<file path="src/rtl/rv_core_sequencer.sv">
// rv_core_sequencer: multi-cycle control FSM around the single-cycle datapath.
// Owns the PC, fetches over imem_*, holds core_instr/core_pc stable, forwards
// loads/stores over dmem_*, strobes core_commit and updates the PC.
// Ports: clk, rst (async high), run; imem_req/addr/ready/rdata;
// core_instr/pc/next_pc/pc_j_valid/read/write/addr/wdata/commit;
// dmem_req/we/addr/wdata/ready; halted, bus_err (sticky).
// Optional macro RV_SEQ_RETIRE_CNT_EN adds output retire_count[31:0].
module rv_core_sequencer #(
    parameter logic [31:0] RESET_PC    = 32'h0000_0000,
    parameter int unsigned MEM_TIMEOUT = 16
) (
    input  logic        clk,
    input  logic        rst,
    input  logic        run,
    output logic        imem_req,
    output logic [31:0] imem_addr,
    input  logic        imem_ready,
    input  logic [31:0] imem_rdata,
    output logic [31:0] core_instr,
    output logic [31:0] core_pc,
    input  logic [31:0] core_next_pc,
    input  logic        core_pc_j_valid,
    input  logic        core_read,
    input  logic        core_write,
    input  logic [31:0] core_addr,
    input  logic [31:0] core_wdata,
    output logic        core_commit,
    output logic        dmem_req,
    output logic        dmem_we,
    output logic [31:0] dmem_addr,
    output logic [31:0] dmem_wdata,
    input  logic        dmem_ready,
    output logic        halted,
    output logic        bus_err
`ifdef RV_SEQ_RETIRE_CNT_EN
    ,
    output logic [31:0] retire_count
`endif
);

    localparam logic [31:0] EBREAK  = 32'h0010_0073;
    localparam logic [31:0] NOP     = 32'h0000_0013;
    localparam logic [7:0]  TIMEOUT = 8'(MEM_TIMEOUT);

    typedef enum logic [2:0] {
        S_IDLE,
        S_FETCH,
        S_EXEC,
        S_MEM,
        S_COMMIT,
        S_HALT,
        S_ERROR
    } state_t;

    state_t      state_q, state_d;
    logic [31:0] pc_q;
    logic [31:0] ir_q;
    logic [31:0] daddr_q;
    logic [31:0] dwdata_q;
    logic        dwe_q;
    logic [7:0]  wait_q;
    logic        entering_wait;
    logic        waiting;

    always_comb begin
        state_d = state_q;
        unique case (state_q)
            S_IDLE: begin
                if (run) state_d = S_FETCH;
            end
            S_FETCH: begin
                // A ready on the timeout cycle still wins.
                if (imem_ready)             state_d = S_EXEC;
                else if (wait_q == TIMEOUT) state_d = S_ERROR;
            end
            S_EXEC: begin
                if (ir_q == EBREAK)               state_d = S_HALT;
                else if (core_read && core_write) state_d = S_ERROR;
                else if (core_read || core_write) state_d = S_MEM;
                else                              state_d = S_COMMIT;
            end
            S_MEM: begin
                if (dmem_ready)             state_d = S_COMMIT;
                else if (wait_q == TIMEOUT) state_d = S_ERROR;
            end
            S_COMMIT: begin
                state_d = run ? S_FETCH : S_IDLE;
            end
            default: state_d = state_q;
        endcase
    end

    assign entering_wait = (state_d != state_q) &&
                           (state_d == S_FETCH || state_d == S_MEM);
    assign waiting = (state_q == S_FETCH && !imem_ready) ||
                     (state_q == S_MEM && !dmem_ready);

    always_ff @(posedge clk or posedge rst) begin
        if (rst) begin
            state_q  <= S_IDLE;
            pc_q     <= RESET_PC;
            ir_q     <= NOP;
            daddr_q  <= '0;
            dwdata_q <= '0;
            dwe_q    <= 1'b0;
            wait_q   <= '0;
        end else begin
            state_q <= state_d;
            if (entering_wait) wait_q <= '0;
            else if (waiting)  wait_q <= wait_q + 8'd1;
            if (state_q == S_FETCH && imem_ready) ir_q <= imem_rdata;
            if (state_q == S_EXEC && state_d == S_MEM) begin
                daddr_q  <= core_addr;
                dwdata_q <= core_wdata;
                dwe_q    <= core_write;
            end
            if (state_q == S_COMMIT)
                pc_q <= core_pc_j_valid ? core_next_pc : pc_q + 32'd4;
        end
    end

`ifdef RV_SEQ_RETIRE_CNT_EN
    always_ff @(posedge clk or posedge rst) begin
        if (rst)                    retire_count <= '0;
        else if (state_q == S_COMMIT) retire_count <= retire_count + 32'd1;
    end
`endif

    // Requests decode straight from state so reset drops them at once.
    assign imem_req    = (state_q == S_FETCH);
    assign imem_addr   = pc_q;
    assign core_instr  = ir_q;
    assign core_pc     = pc_q;
    assign core_commit = (state_q == S_COMMIT);
    assign dmem_req    = (state_q == S_MEM);
    assign dmem_we     = (state_q == S_MEM) && dwe_q;
    assign dmem_addr   = daddr_q;
    assign dmem_wdata  = dwdata_q;
    assign halted      = (state_q == S_HALT);
    assign bus_err     = (state_q == S_ERROR);

endmodule

</file>
<file path="config.mk">
export PLATFORM = sky130hd
export DESIGN_NAME = rv_core_sequencer
export DESIGN_NICKNAME = d
export VERILOG_FILES = /design/src/rtl/rv_core_sequencer.sv
export SDC_FILE = /design/constraint.sdc
export NUM_CORES = 1
export LEC_CHECK = 0
export ABC_CLOCK_PERIOD_IN_PS = 4100
export CORE_MARGIN = 4
export CORE_UTILIZATION = 38
export CTS_CLUSTER_DIAMETER = 60
export CTS_CLUSTER_SIZE = 28
export DETAILED_ROUTE_END_ITERATION = 10
export GPL_ROUTABILITY_DRIVEN = 0
export PLACE_DENSITY = 0.77
export SLEW_MARGIN = 30
export SYNTH_ARGS = -nofsm -noshare
export SYNTH_HDL_FRONTEND = slang
export SYNTH_SLANG_ARGS = --single-unit
</file>
<file path="constraint.sdc">
create_clock -name clk -period 4.1 [get_ports clk]
set_input_delay 0.615 -clock clk [delete_from_list [all_inputs] [get_ports clk]]
set_output_delay 0.615 -clock clk [all_outputs]
set_load 0.01 [all_outputs]
</file>
==> flow_summary.toml <==
[run_status]
status = "finished, final reports clean"

[drt]
route.detailed.wl_per_inst_microns = 18.2
drc = 0
via_per_inst = 5.17
first_pass_iters = 5
drt-initial-drc-count = 243
num_vias = 5553
postRouteAntennaNets = 0
routed_wl_microns = 19600

[power]
powerDensity_nw_per_um2 = 308
p_sw_frac = 0.225
clockPowerShare = 0.481
cellInternalPower_w = 0.00244
power_switching_w = 0.000707
vdd.ir_drop.worst_mv = 0.241
p_leak_nw = 4.40
seqPwrFrac = 0.445
p_comb_frac = 0.074

[global_routing]
grt_use_total = 0.198
grt_pass1_vias = 5554
antenna_found_initial = 0
grt_pass1_wl_microns = 30600
grt_max_degree = 81
gr-total-overflow = 0

[floorplanning]
num_rows = 48
pin_count = 302
dieArea_sq_um = 19600
fp.coreArea_sq_um = 17200
die_w_microns = 140
die_h_microns = 140
start_util = 0.386

[place]
portBuffers = 301
detailed_place_hpwl_microns = 14400
post-place-ws_ns = 1.06

[sta]
final_max_slew_viol_count = 0
finalSetupTns_ns = 0
final.setup.worst_slack_ns = 1.39
rsz0062_at_grt = "no"
worstMarginPinSlew_ns = 0.765
clock.fmax_mhz = 369
period_needed_ns = 2.71
final.period_utilization = 0.661
setup_viol_count_final = 0
slew_headroom = 0.487
hold_viol = 0
finalClockSkew_ns = 0.0104

[clocking]
cts_root_buffer = "clkbuf_16"
cts_repair_resize_count = 0
cts_max_path_buffers = 2
htree_levels = 4
cts_tree = "done"
postCtsHoldBufs = 0
clk_latency_ns = 0.41
clock-sinks = 140
cts_made_buffers = 17
postCtsSetupBuffers = 0
path_clk_slew_ns = 0.06

[synth]
yosys-top-cells-area = "dfrtp_1 (52%), mux2_2 (17%), buf_4 (3.7%)"
avgSynthCellArea_sq_um = 11.6
synthFlopType = "dfrtp_1"
yosysWarnings = 0
syn_area_sq_um = 6620
yosys.area.top_type = "dfrtp_1"
async_reset_ff_frac = 1.00
netlist_instances = 573
synth_seq_area_share = 0.530
synth_edf_count = 0
synth.distinct_cells = 57
syn_nets = 713
ys_ff_latch = 140
netlist.area_leader.share = 0.518
yosysMostFrequentCell = "dfrtp_1"
synth.top_cells.by_count = "dfrtp_1 (137), mux2_2 (99), a21oi_1 (39)"

[critical_path]
arrival_ns = 2.10
crit_required_ns = 3.48
reg2reg_from = "core_pc[2]"
critical_path.max_fanout = 32
crit_chain = "nor2_1 > nand2_1 > buf_4 > inv_1 > clkdlybuf4s50_1"
r2r_end = "core_pc[28]"
end_kind = "output pin"
worstSetupPathType = "register to output pin"
start_kind = "register"
endpoint = "core_commit"
slowest_delay_ns = 0.57
critPathSlowestCell = "dfrtp_1"
r2r_slack_ns = 1.63
rr_worst_depth = 6
crit_start = "state_q[1]"

[layout]
insertedDiodeCount = 0
nets = 978
area_growth_pct = 54.1
final_layout_size_suffix_gt1_frac = 0.178
fillCellCount = 1425

[job]
maxCapViolCount = 0

[min_path]
min_path_type = "register to register"
final cells by class:
type	instances	area (sq um)	area share
repair buffers	309	3090	0.303
clock inverters	13	144	0.0141
clock buffers	18	429	0.0420
inverters	12	48.8	0.00478
flip-flops and latches	140	3510	0.344
well taps	225	282	0.0276
multi-input cells	358	2710	0.265
flip-flops by register name, indices dropped and copies added (netlist names):
| signal | count |
|---|---|
| dmem_wdata | 32 |
| wait_q | 8 |
| dwe_q | 1 |
| core_pc | 32 |
| core_instr | 32 |
| dmem_addr | 32 |
| state_q | 3 |
placed cells by master, fill, tap and decap left out, types with 9 or more instances in the layout:
master	n
nand3_1	19
clkdlybuf4s50_1	300
nor3_1	15
inv_1	10
o21ai_0	20
mux2_2	99
a21oi_1	39
nand2_1	27
dfrtp_1	137
clkbuf_16	17
nor4_1	10
and3_1	9
nor2_1	19
power groups by stage:
| stage | clock [W] | sequential (W) | combinational (W) |
|---|---|---|---|
| after floorplan | 0 | 0.00142 | 0.0000672 |
| after global placement | 0 | 0.00142 | 0.000232 |
| after detailed placement | 0 | 0.00142 | 0.000235 |
| after CTS | 0.00156 | 0.00140 | 0.000236 |
| after global routing | 0.00161 | 0.00140 | 0.000252 |
| final | 0.00151 | 0.00140 | 0.000232 |
cells by family (layout without fill, tap and decap cells):
kind of cell,Yosys count,after routing,share of synthesized area
DFF,140,140,0.530
muxes,104,104,0.176
buffers and inverters,75,352,0.0629
xor gates and xnor gates,7,7,0.00926
AOI/OAI and AO/OA,103,103,0.0975
and+or+nand+nor,140,140,0.117
adders and majority gates,4,4,0.00756
metal layers:
layer | global-route usage | vias up | share of wire | wire length (microns)
met3 | 0.0901 | 15 | 0.10 | 2020
met2 | 0.327 | 263 | 0.50 | 9790
met5 | 0 | - | 0 | 0
met4 | 0.0520 | 0 | 0.010 | 196
li1 | - | 2583 | - | -
met1 | 0.234 | 2692 | 0.39 | 7560
worst max-delay path, delay by kind of cell (launching register included):
family / cells / cell delay (ns)
flops: 1 / 0.57
buf+inv: 3 / 0.91
simple gates: 2 / 0.20
worst min-delay path by stage:
stage | startpoint | end | slack, ns | cells after the start
floorplan | dwe_q | dwe_q | 0.47 | 1
global placement | dwe_q | dwe_q | 0.49 | 1
detailed placement | dmem_addr[7] | dmem_addr[7] | 0.50 | 1
CTS | dmem_wdata[0] | dmem_wdata[0] | 0.51 | 1
global route | dmem_addr[3] | dmem_addr[3] | 0.52 | 1
finish | dmem_addr[7] | dmem_addr[7] | 0.51 | 1
stage by stage:
stage	hold slack (ns)	util	total power, W	instance area, sq um	instances
2_1_floorplan	0.473	-	0.00149	6630	573
3_3_place_gp	0.487	0.561	0.00166	9630	1043
3_5_place_dp	0.495	0.561	0.00166	9630	1043
4_1_cts	0.509	0.594	0.00319	10200	1074
5_1_grt	0.522	0.594	0.00326	10200	1075
6_report	0.505	0.594	0.00314	10200	1075
(Power assumes the default switching activity.)
==> edit 1 (config.mk and constraints unchanged) <==
Re-encode `state_t` (7 states) as one-hot, 7 bits wide.
--- a/src/rtl/rv_core_sequencer.sv
+++ b/src/rtl/rv_core_sequencer.sv
@@ -43,12 +43,12 @@
     localparam logic [7:0]  TIMEOUT = 8'(MEM_TIMEOUT);
 
-    typedef enum logic [2:0] {
-        S_IDLE,
-        S_FETCH,
-        S_EXEC,
-        S_MEM,
-        S_COMMIT,
-        S_HALT,
-        S_ERROR
+    typedef enum logic [6:0] {
+        S_IDLE   = 7'b0000001,
+        S_FETCH  = 7'b0000010,
+        S_EXEC   = 7'b0000100,
+        S_MEM    = 7'b0001000,
+        S_COMMIT = 7'b0010000,
+        S_HALT   = 7'b0100000,
+        S_ERROR  = 7'b1000000
     } state_t;
 
Behaviour: no difference found for any inputs over 4 cycles, from zero or initial values and one cycle with rst high; so few cycles prove little.
==> edit 1 against the unedited design <==
  * Synthesized cell count is 6.3% higher
  * Critical path type unchanged
  * Setup slack worse by 0.46 ns
  * Wire length is 5.8% higher
  * Synthesized area is 8.5% higher
  * Sequential cell count is 4 higher
  * Fmax is 14% lower
  * Design area is 5.1% higher
Power is not compared: it rests on default switching activity, and its combinational part moved more than twofold at a synthesized area within 25%.
==> edit 1: results (changes against the unedited design) <==
Final layout
  – Area of the multi-input gates: 3100 sq um (+14%)
  – Antenna Cells: 0 (unchanged)
  – Fillers: 1562 (+9.6%)
  – Fraction of layout cells with a size suffix above 1: 17.0% (-0.80 points)

Outcome
  – Status: finished clean

Place
  – Place WS: 1.14 ns (+0.0838 ns)
  – Area post-placement: 10200 sq um (+5.5%)
  – Placed cells: 1086 (+4.1%)
  – DP HPWL: 15.0 mm (+4.1%)

Global route
  – Total track usage: 19.2% (-0.57 points)
  – Vias in the first global route: 5993 (+7.9%)
  – Largest net degree at the start of global routing: 145 (+79%)
  – First-pass GRT wire length: 33.0 mm (+7.6%)
  – Grt met2 use: 32.3% (-0.45 points)
  – GR Util met1: 23.9% (+0.46 points)
  – GR Util met3: 5.82% (-3.2 points)

Clocking
  – Post-CTS setup buffers: 0 (unchanged)
  – Worst-Skew Late Latency: ~0.42 ns

Worst setup path
  – Crit-path slowest cell: nor4_1
  – Max FO, Critical Path: 33 (+3.1%)
  – CP top delay family: buffers and inverters

Timing
  – Slew at the pin closest to its max-slew limit: 0.831 ns (+0.0655 ns)

Synth
  – Synth area leaders: dfrtp_1 (49%), mux2_4 (10%), mux2_2 (7.8%)
  – Sequential area share after synthesis: 50.2% (-2.7 points)
  – Netlist cell types: 63 (+11%)
  – Most frequent cells after synthesis: dfrtp_1 (140), mux2_2 (50), mux2_4 (50)
  – Syn Nets: 750 (+5.2%)
  – Mapped Avg Cell Area: 11.8 sq um (+2.1%)

Route
  – Drt via density: 5.28 (+2.3%)
  – Via Count: 5907 (+6.4%)
  – Met2 Wirelength: 10.3 mm (+5.6%)
  – Met3 routed WL: 1.62 mm (-20%)
  – Routed metal-1 wirelength: 8.36 mm (+11%)
  – WL/cell: 18.5 um (+1.7%)
  – 1st-iter DRT viols: 458 (+88%)
edit 1: cell count changes after synthesis, sizes merged, moves of 5 or more:
cell	change
buf	-6
nand4	+7
a21oi	-17
a22oi	+5
clkbuf	+8
o21ai	+7
or4	-5
xnor2	-5
inv	+5
xor2	+7
nand3	-7
nor2	+13
o2bb2ai	+5
edit 1: cell type report:
type	instances	area share, %
Inverter	18	0.665
Tap cell	234	2.73
Sequential cell	144	33.6
Multi-Input combinational cell	382	28.9
Clock buffer	17	3.97
Clock inverter	15	1.33
Timing Repair Buffer	308	28.8
edit 1: path summary, 6_finish.rpt:
path | start | end | slack (ns) | cells after the start
max | state_q[2]$_DFF_PP0_ | core_commit | 0.93 | 5
min reg2reg | dmem_addr[25]$_DFFE_PP0P_ | dmem_addr[25]$_DFFE_PP0P_ | 0.51 | 1
min in group asynchronous | rst | core_instr[29]$_DFFE_PP0P_ | 0.71 | 3
max reg2reg | state_q[1]$_DFF_PP0_ | dmem_wdata[28]$_DFFE_PP0P_ | 1.28 | 6
max in group asynchronous | rst | core_pc[0]$_DFFE_PP0P_ | 2.72 | 3
min | dmem_addr[25]$_DFFE_PP0P_ | dmem_addr[25]$_DFFE_PP0P_ | 0.51 | 1
edit 1: kinds of logic (layout without fill, tap and decap cells):
kind of cell	after synthesis	after routing	synth area share (%)
flip-flops	144	144	50.2
multiplexers	102	102	18.6
adder cells (fa/ha/maj)	5	5	0.871
AND/OR/NAND/NOR	155	155	11.8
XOR/XNOR	9	9	1.10
buffers and inverters	83	358	6.69
AO/OA/AOI/OAI	111	111	10.7
edit 1: where the power goes:
part	switching, W	internal, W	leakage (nW)
Sequential	0.000623	0.00204	1.78
Combinational	0.00132	0.00205	2.53
Clock	0.000689	0.000806	0.276
==> edit 2 (same flow settings) <==
Made on the original files. The option `RV_SEQ_RETIRE_CNT_EN` is turned on by a define.
--- a/src/rtl/rv_core_sequencer.sv
+++ b/src/rtl/rv_core_sequencer.sv
@@ -6,4 +6,6 @@
 // dmem_req/we/addr/wdata/ready; halted, bus_err (sticky).
 // Optional macro RV_SEQ_RETIRE_CNT_EN adds output retire_count[31:0].
+`define RV_SEQ_RETIRE_CNT_EN
+
 module rv_core_sequencer #(
     parameter logic [31:0] RESET_PC    = 32'h0000_0000,
Function (old outputs only; new: retire_count): kept (equiv_simple and equiv_induct, registers matched by name and starting in step).
==> edit 2 against the unedited design <==
  * Design area increased by 20%
  * Total power increased by 14%
  * Register-to-register slack got worse by 0.14 ns
  * Clock power increased by 7%
  * Wire length increased by 22%
  * Synthesized area increased by 25%
  * Setup slack got worse by 0.43 ns
  * Sequential cell count increased by 32
  * Final cell count increased by 19%
  * Core utilization decreased by 1.7 points
  * Clock skew increased by 0.0037 ns
  * Via count increased by 18%
  * Highest routed layer unchanged
==> edit 2: results (changes against the unedited design) <==
Synth
  – Yosys warns: 0 (unchanged)
  – Most frequent cells after synthesis: dfrtp_1 (169), mux2_4 (50), mux2_2 (49)
  – Syn Nets: 836 (+17%)
  – Cell count after synthesis: 695 (+21%)
  – Synth area leaders: dfrtp_1 (51%), mux2_4 (9.1%), mux2_2 (6.7%)
  – Netlist cell types: 65 (+14%)
  – Sequential area share after synthesis: 52.1% (-0.83 points)

Route
  – Routed WL: 23.8 mm (+22%)
  – 1st-iter DRT viols: 301 (+24%)
  – Iteration count of the initial detailed-routing pass: 4 (-1)
  – Via Count: 6567 (+18%)

Power
  – Clock Power: 0.00162 W (+7%)
  – Switching part of the total: 23.6% (+1.1 points)
  – VDD IR max: 223 uV (-7.8%)
  – Clock group share of total power: 45.2% (-2.9 points)
  – Leak: 5.27 nW (+20%)
  – Comb. pwr: 0.000246 W (+6%)
  – Top pwr grp: sequential cells

Timing
  – Hold WS: 0.471 ns (-0.0339 ns)
  – Clock skew: 0.0141 ns (+0.00375 ns)
  – Final worst slack: 0.956 ns (-0.434 ns)
  – Slew headroom: 55.2% (+6.6 points)

Global route
  – Initial antenna violation count: 0 (unchanged)
  – First-pass GRT wire length: 37.4 mm (+22%)
  – Total track usage: 19.4% (-0.39 points)
  – Largest net degree at the start of global routing: 94 (+16%)

Place
  – DP HPWL: 17.6 mm (+22%)
  – Placed cells: 1249 (+20%)
  – IO Port Bufs: 333 (+11%)
  – Area post-placement: 11600 sq um (+21%)
  – Place WS: 0.976 ns (-0.0818 ns)

Min path
  – HP Start: retire_count[31]$_DFFE_PP0N_
  – Hold Path Sink: retire_count[31]$_DFFE_PP0N_

Worst setup path
  – Largest stage delay, worst path: 0.62 ns (+0.05 ns)
  – Max FO, Critical Path: 38 (+19%)
  – Crit path from: state_q[1]$_DFF_PP0_
  – Reg2reg start: wait_q[0]$_DFFE_PP0P_
  – CP arrival: 2.53 ns (+0.43 ns)
  – Reg2reg end: dwe_q$_DFFE_PP0P_
  – R2r setup slk: 1.49 ns (-0.14 ns)
  – Crit-path slowest cell: clkdlybuf4s50_1
  – Reg2reg path depth: 8 (+2)

Final layout
  – Fraction of layout cells with a size suffix above 1: 15.8% (-2.0 points)
  – Final nets: 1135 (+16%)
  – Non-Filler Instances: 1282 (+19%)

Clocking
  – Reg clk slew, reported paths: roughly 0.07 ns

Outcome
  – Status: finished clean
edit 2: area by class of cell:
type                       instances  area [sq um]
clock buffer                      18           439
clock inverter                    14           154
fill                            1789          8980
inverter                          14          56.3
multi-input combinational        444          3500
sequential                       172          4310
tap                              275           344
timing repair buffer             345          3450
edit 2: logic make-up (layout without fill, tap and decap cells):
kind of cell / count (synthesis) / after routing / synth area share, %
and+or+nand+nor: 188 / 188 / 12.9
DFF: 172 / 172 / 52.1
AOI/OAI and AO/OA: 111 / 111 / 8.37
muxes: 102 / 102 / 16.1
buffers and inverters: 79 / 391 / 5.71
xor gates and xnor gates: 38 / 38 / 4.03
adders and majority gates: 5 / 5 / 0.757
edit 2: critical path: cells and delay by family (launching register included):
kind	cells	cell delay, ns
buf+inv	4	1.29
flops	1	0.52
simple gates	2	0.27
edit 2: layer usage:
metal  track usage [%]  share of wire [%]  vias up
met4              6.25                2.3        0
met5                 0                  0        -
met2              32.1                 50      243
met3              4.70                6.0       34
li1                  -                  -     3072
met1              25.0                 42     3218
